### src/rtl/serial_pkg.sv
// serial_pkg: shared state encoding and defaults for the serial transmit arbiter
package serial_pkg;
  typedef enum logic [2:0] {ARB_IDLE, ARB_GRANT, ARB_START, ARB_WAIT, ARB_RELEASE, ARB_ABORT} arb_state_e;
  localparam int TX_TIMEOUT_DEF = 255;
endpackage

### src/rtl/rr_arbiter_pick.sv
// rr_arbiter_pick: combinational round-robin pick, first set req bit scanning upward from i_ptr with wrap
module rr_arbiter_pick #(
  parameter int NUM_REQ = 2,
  localparam int SW = $clog2(NUM_REQ)
) (
  input  logic [NUM_REQ-1:0] i_req,
  input  logic [SW-1:0]      i_ptr,
  output logic               o_any,
  output logic [SW-1:0]      o_win
);
  always_comb begin
    int j;
    j = 0;
    o_any = 1'b0;
    o_win = '0;
    for (int k = NUM_REQ - 1; k >= 0; k--) begin
      j = int'(i_ptr) + k;
      j = (j >= NUM_REQ) ? j - NUM_REQ : j;
      if (i_req[j]) begin
        o_any = 1'b1;
        o_win = SW'(j);
      end
    end
  end
endmodule

### src/rtl/serial_tx_arbiter.sv
// serial_tx_arbiter: round-robin owner of one serial transmitter with start, finish wait and watchdog abort
module serial_tx_arbiter
  import serial_pkg::*;
#(
  parameter int NUM_REQ = 2,
  parameter int TIMEOUT = TX_TIMEOUT_DEF,
  parameter int TMR_W = 8,
  localparam int SW = $clog2(NUM_REQ)
) (
  input  logic               clk,
  input  logic               rst,
  input  logic [NUM_REQ-1:0] req,
  input  logic               tx_finish,
  output logic               tx_start,
  output logic               tx_abort,
  output logic [NUM_REQ-1:0] gnt,
  output logic [SW-1:0]      sel,
  output logic [NUM_REQ-1:0] done,
  output logic [NUM_REQ-1:0] err,
  output logic               busy
);
  arb_state_e         r_state;
  logic [SW-1:0]      r_ptr;
  logic [SW-1:0]      r_sel;
  logic [TMR_W-1:0]   r_timer;
  logic               w_any;
  logic [SW-1:0]      w_win;
  logic [NUM_REQ-1:0] w_oh;
  rr_arbiter_pick #(.NUM_REQ(NUM_REQ)) u_pick (
    .i_req(req),
    .i_ptr(r_ptr),
    .o_any(w_any),
    .o_win(w_win)
  );
  always_ff @(posedge clk) begin
    if (rst) begin
      r_state <= ARB_IDLE;
      r_ptr   <= '0;
      r_sel   <= '0;
      r_timer <= '0;
    end else begin
      case (r_state)
        ARB_IDLE: if (w_any) begin
          r_sel   <= w_win;
          r_state <= ARB_GRANT;
        end
        ARB_GRANT: r_state <= ARB_START;
        ARB_START: begin
          r_timer <= '0;
          r_state <= ARB_WAIT;
        end
        ARB_WAIT: begin
          if (tx_finish) r_state <= ARB_RELEASE;
          else if (r_timer == TMR_W'(TIMEOUT)) r_state <= ARB_ABORT;
          else r_timer <= r_timer + 1'b1;
        end
        ARB_RELEASE, ARB_ABORT: begin
          r_ptr   <= (r_sel == SW'(NUM_REQ - 1)) ? '0 : r_sel + 1'b1;
          r_state <= ARB_IDLE;
        end
        default: r_state <= ARB_IDLE;
      endcase
    end
  end
  assign w_oh     = NUM_REQ'(1) << r_sel;
  assign gnt      = (r_state inside {ARB_GRANT, ARB_START, ARB_WAIT}) ? w_oh : '0;
  assign tx_start = r_state == ARB_START;
  assign tx_abort = r_state == ARB_ABORT;
  assign done     = (r_state == ARB_RELEASE) ? w_oh : '0;
  assign err      = tx_abort ? w_oh : '0;
  assign busy     = r_state != ARB_IDLE;
  assign sel      = r_sel;
endmodule

### config.mk
export PLATFORM = sky130hd
export DESIGN_NAME = serial_tx_arbiter
export DESIGN_NICKNAME = d
export VERILOG_FILES = /design/src/rtl/serial_pkg.sv /design/src/rtl/rr_arbiter_pick.sv /design/src/rtl/serial_tx_arbiter.sv
export SDC_FILE = /design/constraint.sdc
export NUM_CORES = 1
export LEC_CHECK = 0
export ABC_AREA = 0
export CORE_MARGIN = 2
export CORE_UTILIZATION = 30
export DETAILED_ROUTE_END_ITERATION = 8
export GPL_TIMING_DRIVEN = 0
export SYNTH_ARGS = -nofsm -noshare
export SYNTH_HDL_FRONTEND = slang
export SYNTH_SLANG_ARGS = --single-unit
### constraint.sdc
create_clock -name clk -period 4.1 [get_ports clk]
set_clock_uncertainty 0.05 [all_clocks]
set_input_delay 0.41 -clock clk [delete_from_list [all_inputs] [get_ports clk]]
set_output_delay 0.41 -clock clk [all_outputs]
set_load 0.01 [all_outputs]
==> results of run 1 <==
==> cells by family after synthesis <==
logic type / after synthesis
fa+ha+maj: 1
mux: 1
buf+inv: 11
flops: 13
simple gates: 52
compound gates: 20
==> stage by stage <==
stage / setup slack [ns] / cell area, um2 / std cells / hold slack, ns
floorplan: 2.46 / 756 / 98 / 0.396
global placement: 1.95 / 933 / 142 / 0.424
detailed placement: 1.94 / 933 / 142 / 0.439
CTS: 1.63 / 960 / 146 / 0.450
global route: 1.47 / 960 / 146 / 0.472
finish: 1.65 / 960 / 146 / 0.450
==> registers in the layout (all words and copies together) (netlist names) <==
register,flops
sel,1
r_state,3
r_timer,8
r_ptr,1
==> routing by layer <==
layer  GRT usage  vias to the layer above  routed length, um
met2       0.241                       25                852
met5           0                        -                  0
met4      0.0708                        0                 13
met1       0.186                      362                912
li1            -                      400                  -
met3      0.0528                        2                104
==> worst max-delay path, delay by kind of cell, from the launching register on <==
family,cells,cell delay [ns]
DFF,1,0.39
and+or+nand+nor,3,0.47
buffers and inverters,2,0.86
==> synthesized netlist by cell type (all sizes together) <==
library cell and n:
nor4 2, a21oi 4, a211oi 2, and3 2, ha 1, mux2i 1
a41oi 1, nand2b 5, inv 7, nand3 5, o21a 1, or4b 1
or3 1, dfxtp 13, and2 1, o22ai 1, and4 1, clkbuf 3
o41ai 1, o21ai 3, nand4 1, nor3 11, nand2 6, a31oi 1
o311ai 2, o41a 1, buf 1, a32oi 1, nor2 11, or4 1
a21o 2, nor2b 1, nor3b 2, or2 1
==> final timing paths <==
check	start	end	slack (ns)	cells past startpoint
worst max-delay path	r_state[2]	err[1]	1.65	5
worst min-delay path	r_timer[6]	r_timer[6]	0.45	2
worst max register to register	r_timer[0]	r_timer[3]	2.39	5
worst min register to register	r_timer[6]	r_timer[6]	0.45	2
==> where the power goes <==
group | switching (mW) | leakage (nW) | internal, mW
registers | 0.00328 | 0.105 | 0.130
logic | 0.0319 | 0.220 | 0.0274
clock network | 0.0429 | 0.0150 | 0.0377
==> final cells by class <==
cell class / count / area [um2]
inverters: 7 / 26.3
flip-flops and latches: 13 / 260
clock buffers: 4 / 26.3
fillers: 264 / 1470
well taps: 30 / 37.5
multi-input cells: 74 / 450
repair buffers: 14 / 140
plain buffers: 4 / 18.8
==> flow_metrics.tcl, run 1 <==
set metrics [dict create \
    ant_nets 0 \
    postCtsSetupBuffers 0 \
    fin_crit_ns 2.45 \
    detail_route.wl_per_cell_um 12.9 \
    syn_nets 104 \
    cts_tree "built" \
    drt-total-wl_um 1880 \
    dp_hpwl_um 1350 \
    worstSkewPairLatency_ns 0.27 \
    cts_resized 0 \
    final_nets 123 \
    grtUsageTotal 0.153 \
    ios 15 \
    ys_ff_latch 13 \
    powerDensity_nw_per_um2 284 \
    routabilityCongestion 0.758 \
    p_leak_nw 0.341 \
    hold_class "reg2reg" \
    insertedDiodeCount 0 \
    rsz0062_at_grt "false" \
    criticalPathCategory "reg2out" \
    cts_made_buffers 3 \
    drive_gt1_frac 0.0603 \
    drtIter0Drc 14 \
    grt_pass1_vias 774 \
    ir_drop_uv 140 \
    ys_types 36 \
    synth_compound_area_frac 0.190 \
    viasPerCell 5.40 \
    setup_viol 0 \
    grt_overflow 0 \
    htree_levels 1 \
    synth_top_area_frac 0.344 \
    synth_top_family_by_area "simple AND/OR/NAND/NOR gates" \
    drv_slew 0 \
    drcViolationCount 0 \
    area_growth_syn_to_layout_pct 27.0 \
    vias 789 \
    finalPower_uw 273 \
    dieArea_um2 2940 \
    dr.pass1.iters 6 \
    cts_root_buf "clkbuf_4" \
    clock_path_buffers 2 \
    synthesis.instances 98 \
    cpMaxStageDelayCell "clkdlybuf4s50_1" \
    yosys.area_share.simple 0.376 \
    hold_viol 0 \
    synth_area_leaders "dfxtp_1 34%, nor3_1 7.3%, nor2_1 5.5%, nand2b_1 4.1%, inv_1 3.5%" \
    crit_required_ns 3.64 \
    io_buffers 14 \
    core_um2 2430 \
    crit_chain "clkbuf_1, nand2b_1, nor2_1, and2_1, clkdlybuf4s50_1" \
    cp_data_arrival_time_ns 1.99 \
    cp-start-kind "flop" \
    yosysSeqAreaShare 0.344 \
    synth.area.mux_share 0.0132 \
    tightest_slew_ns 0.450 \
    totalNegativeSetupSlack_ns 0 \
    yosysTopAreaCell "dfxtp_1" \
    layout_common_cells "14 x clkdlybuf4s50_1, 13 x dfxtp_1, 11 x nor2_1, 11 x nor3_1, 7 x inv_1" \
    synth_xor_area_frac 0 \
    ys_warn_count 0 \
    rows 18 \
    cts_sinks 13 \
    final_common_cell "clkdlybuf4s50_1" \
    grt_max_degree 11 \
    antenna_found_initial 0 \
    syn_area_um2 756 \
    synthAdderAreaFrac 0.0166 \
    initial_core_util 0.311 \
    slowest_delay_ns 0.53 \
    clkTransAtPathRegs_ns 0.08 \
    grt_pass1_wl_um 3280 \
    fmax_ghz 0.408 \
    fin_crit_sh 0.598 \
    slew_headroom 0.700 \
    syn_area_per_cell_um2 7.71 \
    setup.worst_path.end_class "output pin" \
    status "finished, final reports clean" \
    worst-path-max-fanout 10 \
    die_h_um 54.2 \
    dieWidth_um 54.2 \
    post-route-util 0.395 \
    max-cap-violations 0 \
    hold_buffers 0 \
]
Power figures use the tool's default switching activity.
==> run 2, diff against run 1 <==
Clock period 4.1 ns to 2.1 ns, I/O delays scaled along.
==> flow_metrics.tcl, run 2 (same netlist as run 1, synthesis figures left out) <==
set metrics [dict create \
    core_um2 2430 \
    p_comb_frac 0.209 \
    grtUsageTotal 0.153 \
    cp-start-kind "flop" \
    pre_cts_slack_ns 0.140 \
    largest_reg_flops 8 \
    drive_gt1_frac 0.113 \
    vias 780 \
    largestRegisters "r_timer (8), r_state (3)" \
    dieArea_um2 2940 \
    powerDensity_nw_per_um2 549 \
    slew_headroom 0.699 \
    fmax_ghz 0.518 \
    worstSkewPairLatency_ns 0.27 \
    totalNegativeSetupSlack_ns 0 \
    routabilityCongestion 0.758 \
    crit_buf_inv 2 \
    postCtsSetupBuffers 0 \
    clkTransAtPathRegs_ns 0.08 \
    rows 18 \
    setup_ws_ns 0.171 \
    cp_data_arrival_time_ns 1.67 \
    htree_levels 1 \
    crit_family "buffers and inverters" \
    setup_viol 0 \
    grt_overflow 0 \
    max-cap-violations 0 \
    criticalPathCategory "reg2out" \
    cts_made_buffers 3 \
    hold_viol 0 \
    hold_buffers 0 \
    final_common_cell "clkdlybuf4s50_1" \
    insertedDiodeCount 0 \
    grt_pass1_wl_um 3260 \
    cts_sinks 13 \
    dieWidth_um 54.2 \
    cts_root_buf "clkbuf_4" \
    layout_common_cells "14 x clkdlybuf4s50_1, 11 x nor3_1, 11 x dfxtp_1, 9 x nor2_1, 7 x inv_1" \
    pwr-share-seq 0.499 \
    drcViolationCount 0 \
    final_nets 122 \
    fin_crit_sh 0.919 \
    crit_chain "clkbuf_4, nand2b_4, nor2_2, and2_1, clkdlybuf4s50_1" \
    status "finished, final reports clean" \
    drv_slew 0 \
    fin_crit_ns 1.93 \
    hold_class "reg2reg" \
    viasPerCell 5.38 \
    crit_required_ns 1.84 \
    initial_core_util 0.311 \
    drtIter0Drc 12 \
    ir_drop_uv 274 \
    setup.worst_path.end_class "output pin" \
    die_h_um 54.2 \
    clockPowerShare 0.292 \
    slowest_delay_ns 0.53 \
    drt-total-wl_um 1880 \
    ios 15 \
    grt_pass1_vias 765 \
    rsz0062_at_grt "false" \
    p_leak_nw 0.347 \
    dr.pass1.iters 4 \
    io_buffers 14 \
    worst-path-max-fanout 10 \
    clock_path_buffers 2 \
    dp_hpwl_um 1350 \
    tightest_slew_ns 0.452 \
    switching_share 0.285 \
    antenna_found_initial 0 \
    worst-r2r-setup-slack_ns 0.38 \
    detail_route.wl_per_cell_um 12.9 \
    power.internal_uw 383 \
    area_growth_syn_to_layout_pct 29.0 \
    cts_tree "built" \
    cpMaxStageDelayCell "clkdlybuf4s50_1" \
    ant_nets 0 \
    largest_register "r_timer" \
    switchingPower_uw 152 \
    grt_max_degree 13 \
]
run 2: stage by stage:
stage	utilization	power [mW]	hold slack (ns)	cell area (um2)	std cells
6_report	0.401	0.535	0.448	975	145
5_1_grt	0.401	0.571	0.472	975	145
4_1_cts	0.395	0.537	0.450	960	145
3_5_place_dp	0.384	0.381	0.439	933	142
3_3_place_gp	0.384	0.379	0.424	933	142
2_1_floorplan	-	0.332	0.325	756	98
run 2: path summary, 6_finish.rpt:
check,startpoint,end,cells past startpoint
max,r_state[2],err[1],5
min,r_timer[6],r_timer[6],2
max reg2reg,r_timer[0],r_timer[3],5
min reg2reg,r_timer[6],r_timer[6],2
run 2: metal layers:
metal / global-route usage / wire length (um)
met1: 0.191 / 893
met2: 0.237 / 851
met3: 0.0472 / 118
met4: 0.0708 / 13
met5: 0 / 0
run 2: tightest hold or removal path: cells and delay by family (launching register included):
family | cells | cell delay, ns
DFF | 1 | 0.33
buffers and inverters | 1 | 0.07
AOI/OAI and AO/OA | 1 | 0.06
run 2: power by group through the flow:
stage               clock network, mW  registers (mW)  logic (mW)
floorplan                           0           0.265      0.0672
global placement                    0           0.265       0.114
detailed placement                  0           0.266       0.115
CTS                             0.161           0.266       0.110
global route                    0.177           0.269       0.125
finish                          0.156           0.267       0.112
run 2: timing repair:
action | 4_1_cts | 5_1_grt
setup endpoints to repair | 7 | 7
pin swaps | 0 | 0
endpoints found under the hold margin | 0 | 0
gates resized for setup | 2 | 5
run 2: final cells by class:
cell class | instances | area (um2)
Tap cell | 30 | 37.5
Inverter | 7 | 26.3
Buffer | 3 | 18.8
Timing Repair Buffer | 14 | 140
Fill cell | 264 | 1460
Multi-Input combinational cell | 74 | 463
Clock buffer | 4 | 26.3
Sequential cell | 13 | 263
==> RTL change (settings of run 2) <==
Set the parameter `TMR_W` to 6 (it was 8).
--- a/src/rtl/serial_tx_arbiter.sv
+++ b/src/rtl/serial_tx_arbiter.sv
@@ -4,7 +4,7 @@
 #(
   parameter int NUM_REQ = 2,
   parameter int TIMEOUT = TX_TIMEOUT_DEF,
-  parameter int TMR_W = 8,
+  parameter int TMR_W = 6,
   localparam int SW = $clog2(NUM_REQ)
 ) (
   input  logic               clk,
Behaviour: same outputs for any inputs over 10 cycles, from zero or initial values and one cycle with rst high; that may be too few to reach the edited logic, so the function may still have changed.
==> RTL change against run 2 <==
Count of clock-buffer cells in the layout did not move. Critical endpoint unchanged. Highest routed layer unchanged. Design area fell by 11%. Synthesized area decreased by 11%. Wire length fell by 21%. Critical path type unchanged. Total power is 11% lower. Worst setup slack got worse by 0.099 ns. Critical path depth stayed put. Largest power group unchanged. Sequential cell count down 2.
==> RTL change: results (changes against run 2) <==
Critical path:
- The highest fanout seen on the critical path came to 10 (unchanged).
- The data arrival time of the worst path came to 1.77 ns (was 1.67 ns).

Pwr:
- The internal power contribution came to 339.9 µW (was 382.5 µW).
- The static leakage is 0.2913 nW (was 0.3469 nW).
- The peak ir drop on the vdd network is 0.4112 mV (was 0.2742 mV).

Yosys:
- Largest cells by area after synthesis: dfxtp_1 33%, nor2_1 5.6%, nand3_1 4.5%, nand2_1 4.5%, a21oi_1 3.7% (was dfxtp_1 34%, nor3_1 7.3%, nor2_1 5.5%, nand2b_1 4.1%, inv_1 3.5%).
- The share of synthesized cell area in full adder, half adder and majority cells was 1.862% (was 1.656%).
- The number of nets in the synthesized netlist is 91 (was 104).
- Ranking of synthesized cells by instance count: 11 x dfxtp_1, 10 x nor2_1, 8 x nand2_1 (was 13 x dfxtp_1, 11 x nor2_1, 11 x nor3_1).
- The unique cell type count in the Yosys netlist is 35 (was 36).
- The complex-gate fraction of the synthesized area was 19.55% (was 19.04%).
- The share of the yosys chip area belonging to registers is 32.77% (was 34.44%).
- The number of instances in the synthesized netlist is 85 (was 98).

Detailed routing:
- The number of vias after detailed routing is 675 (was 780).
- The detailed-route wire length is 1490 µm (was 1877 µm).
- The iteration count of the initial detailed-routing pass is 4 (unchanged).
- The number of violations reported at the end of detailed-routing iteration 0 is 23 (was 12).
- The post-detailed-route wirelength per cell is 11.46 µm (was 12.94 µm).

Worst hold path:
- The class of the most critical hold timing path is in2reg (was reg2reg).
- The count of cells along the worst hold path was 3 (was 2).

Placed design:
- The cell count after placement was 126 (was 142).
- The number of buffer cells added on primary ports is 13 (was 14).
- The final HPWL from detailed placement is 1102 µm (was 1350 µm).
- The global placement routability congestion came to 0.8506 (was 0.7579).
- The worst slack at placement is 0.3236 ns (was 0.1405 ns).
- The instance area at placement is 837.1 µm² (was 933.4 µm²).

Final layout:
- The number of fill cells in the layout is 234 (was 264).
- The share of final-layout standard cells stronger than drive strength 1 is 14.71% (was 11.30%).
- Biggest registers after layout: r_timer: 6 flops, r_state: 3 flops (was r_timer: 8 flops, r_state: 3 flops).
- The net count reported at finish was 109 (was 122).

Global route:
- The via count of the first global-routing pass is 563 (was 765).
- The first-pass GRT wire length is 2504 µm (was 3256 µm).
- The pin count of the biggest net entering global routing came to 11 (was 13).
- The total global routing track utilization was 12.83% (was 15.27%).

Run status:
- Status: completed (unchanged).

STA:
- The transition time at the pin with the least slew margin is 0.4315 ns (was 0.4522 ns).
## RTL change: final timing paths
| check | start | end | slack (ns) |
|---|---|---|---|
| min reg2reg | r_timer[1]$_SDFFE_PP0P_ | r_timer[1]$_SDFFE_PP0P_ | 0.42 |
| max | r_state[2]$_SDFFE_PP0P_ | err[1] | 0.07 |
| max reg2reg | r_timer[0]$_SDFFE_PP0P_ | r_timer[5]$_SDFFE_PP0P_ | 0.30 |
| min | tx_finish | r_state[2]$_SDFFE_PP0P_ | 0.25 |
## RTL change: layer usage
layer	vias up	track usage, %	part of all wire, %
met1	312	16.40	49
met5	-	0	0
met4	0	9.211	2.5
met3	4	2.047	4.4
met2	14	19.48	44
li1	345	-	-
## RTL change: power by group through the flow
| stage | combinational [mW] | sequential (mW) | clock [mW] |
|---|---|---|---|
| 4_1_cts | 0.101 | 0.226 | 0.153 |
| 6_report | 0.101 | 0.226 | 0.148 |
| 2_1_floorplan | 0.0613 | 0.229 | 0 |
| 3_3_place_gp | 0.101 | 0.230 | 0 |
| 3_5_place_dp | 0.101 | 0.230 | 0 |
| 5_1_grt | 0.111 | 0.228 | 0.158 |
## RTL change: repair_timing
item | 4_1_cts | 5_1_grt
gates resized for setup | 0 | 1
hold endpoints to repair | 0 | 0
buffers inserted | 0 | 0
setup endpoints to repair | 0 | 1
## RTL change: layout make-up
cell class | instances | area (µm²) | area share (%)
Inverter | 3 | 11.26 | 1.301
Buffer | 5 | 38.79 | 4.480
Sequential cell | 11 | 220.2 | 25.43
Clock buffer | 4 | 26.28 | 3.035
Timing Repair Buffer | 13 | 130.1 | 15.03
Tap cell | 28 | 35.03 | 4.046
Multi-Input combinational cell | 66 | 404.1 | 46.68
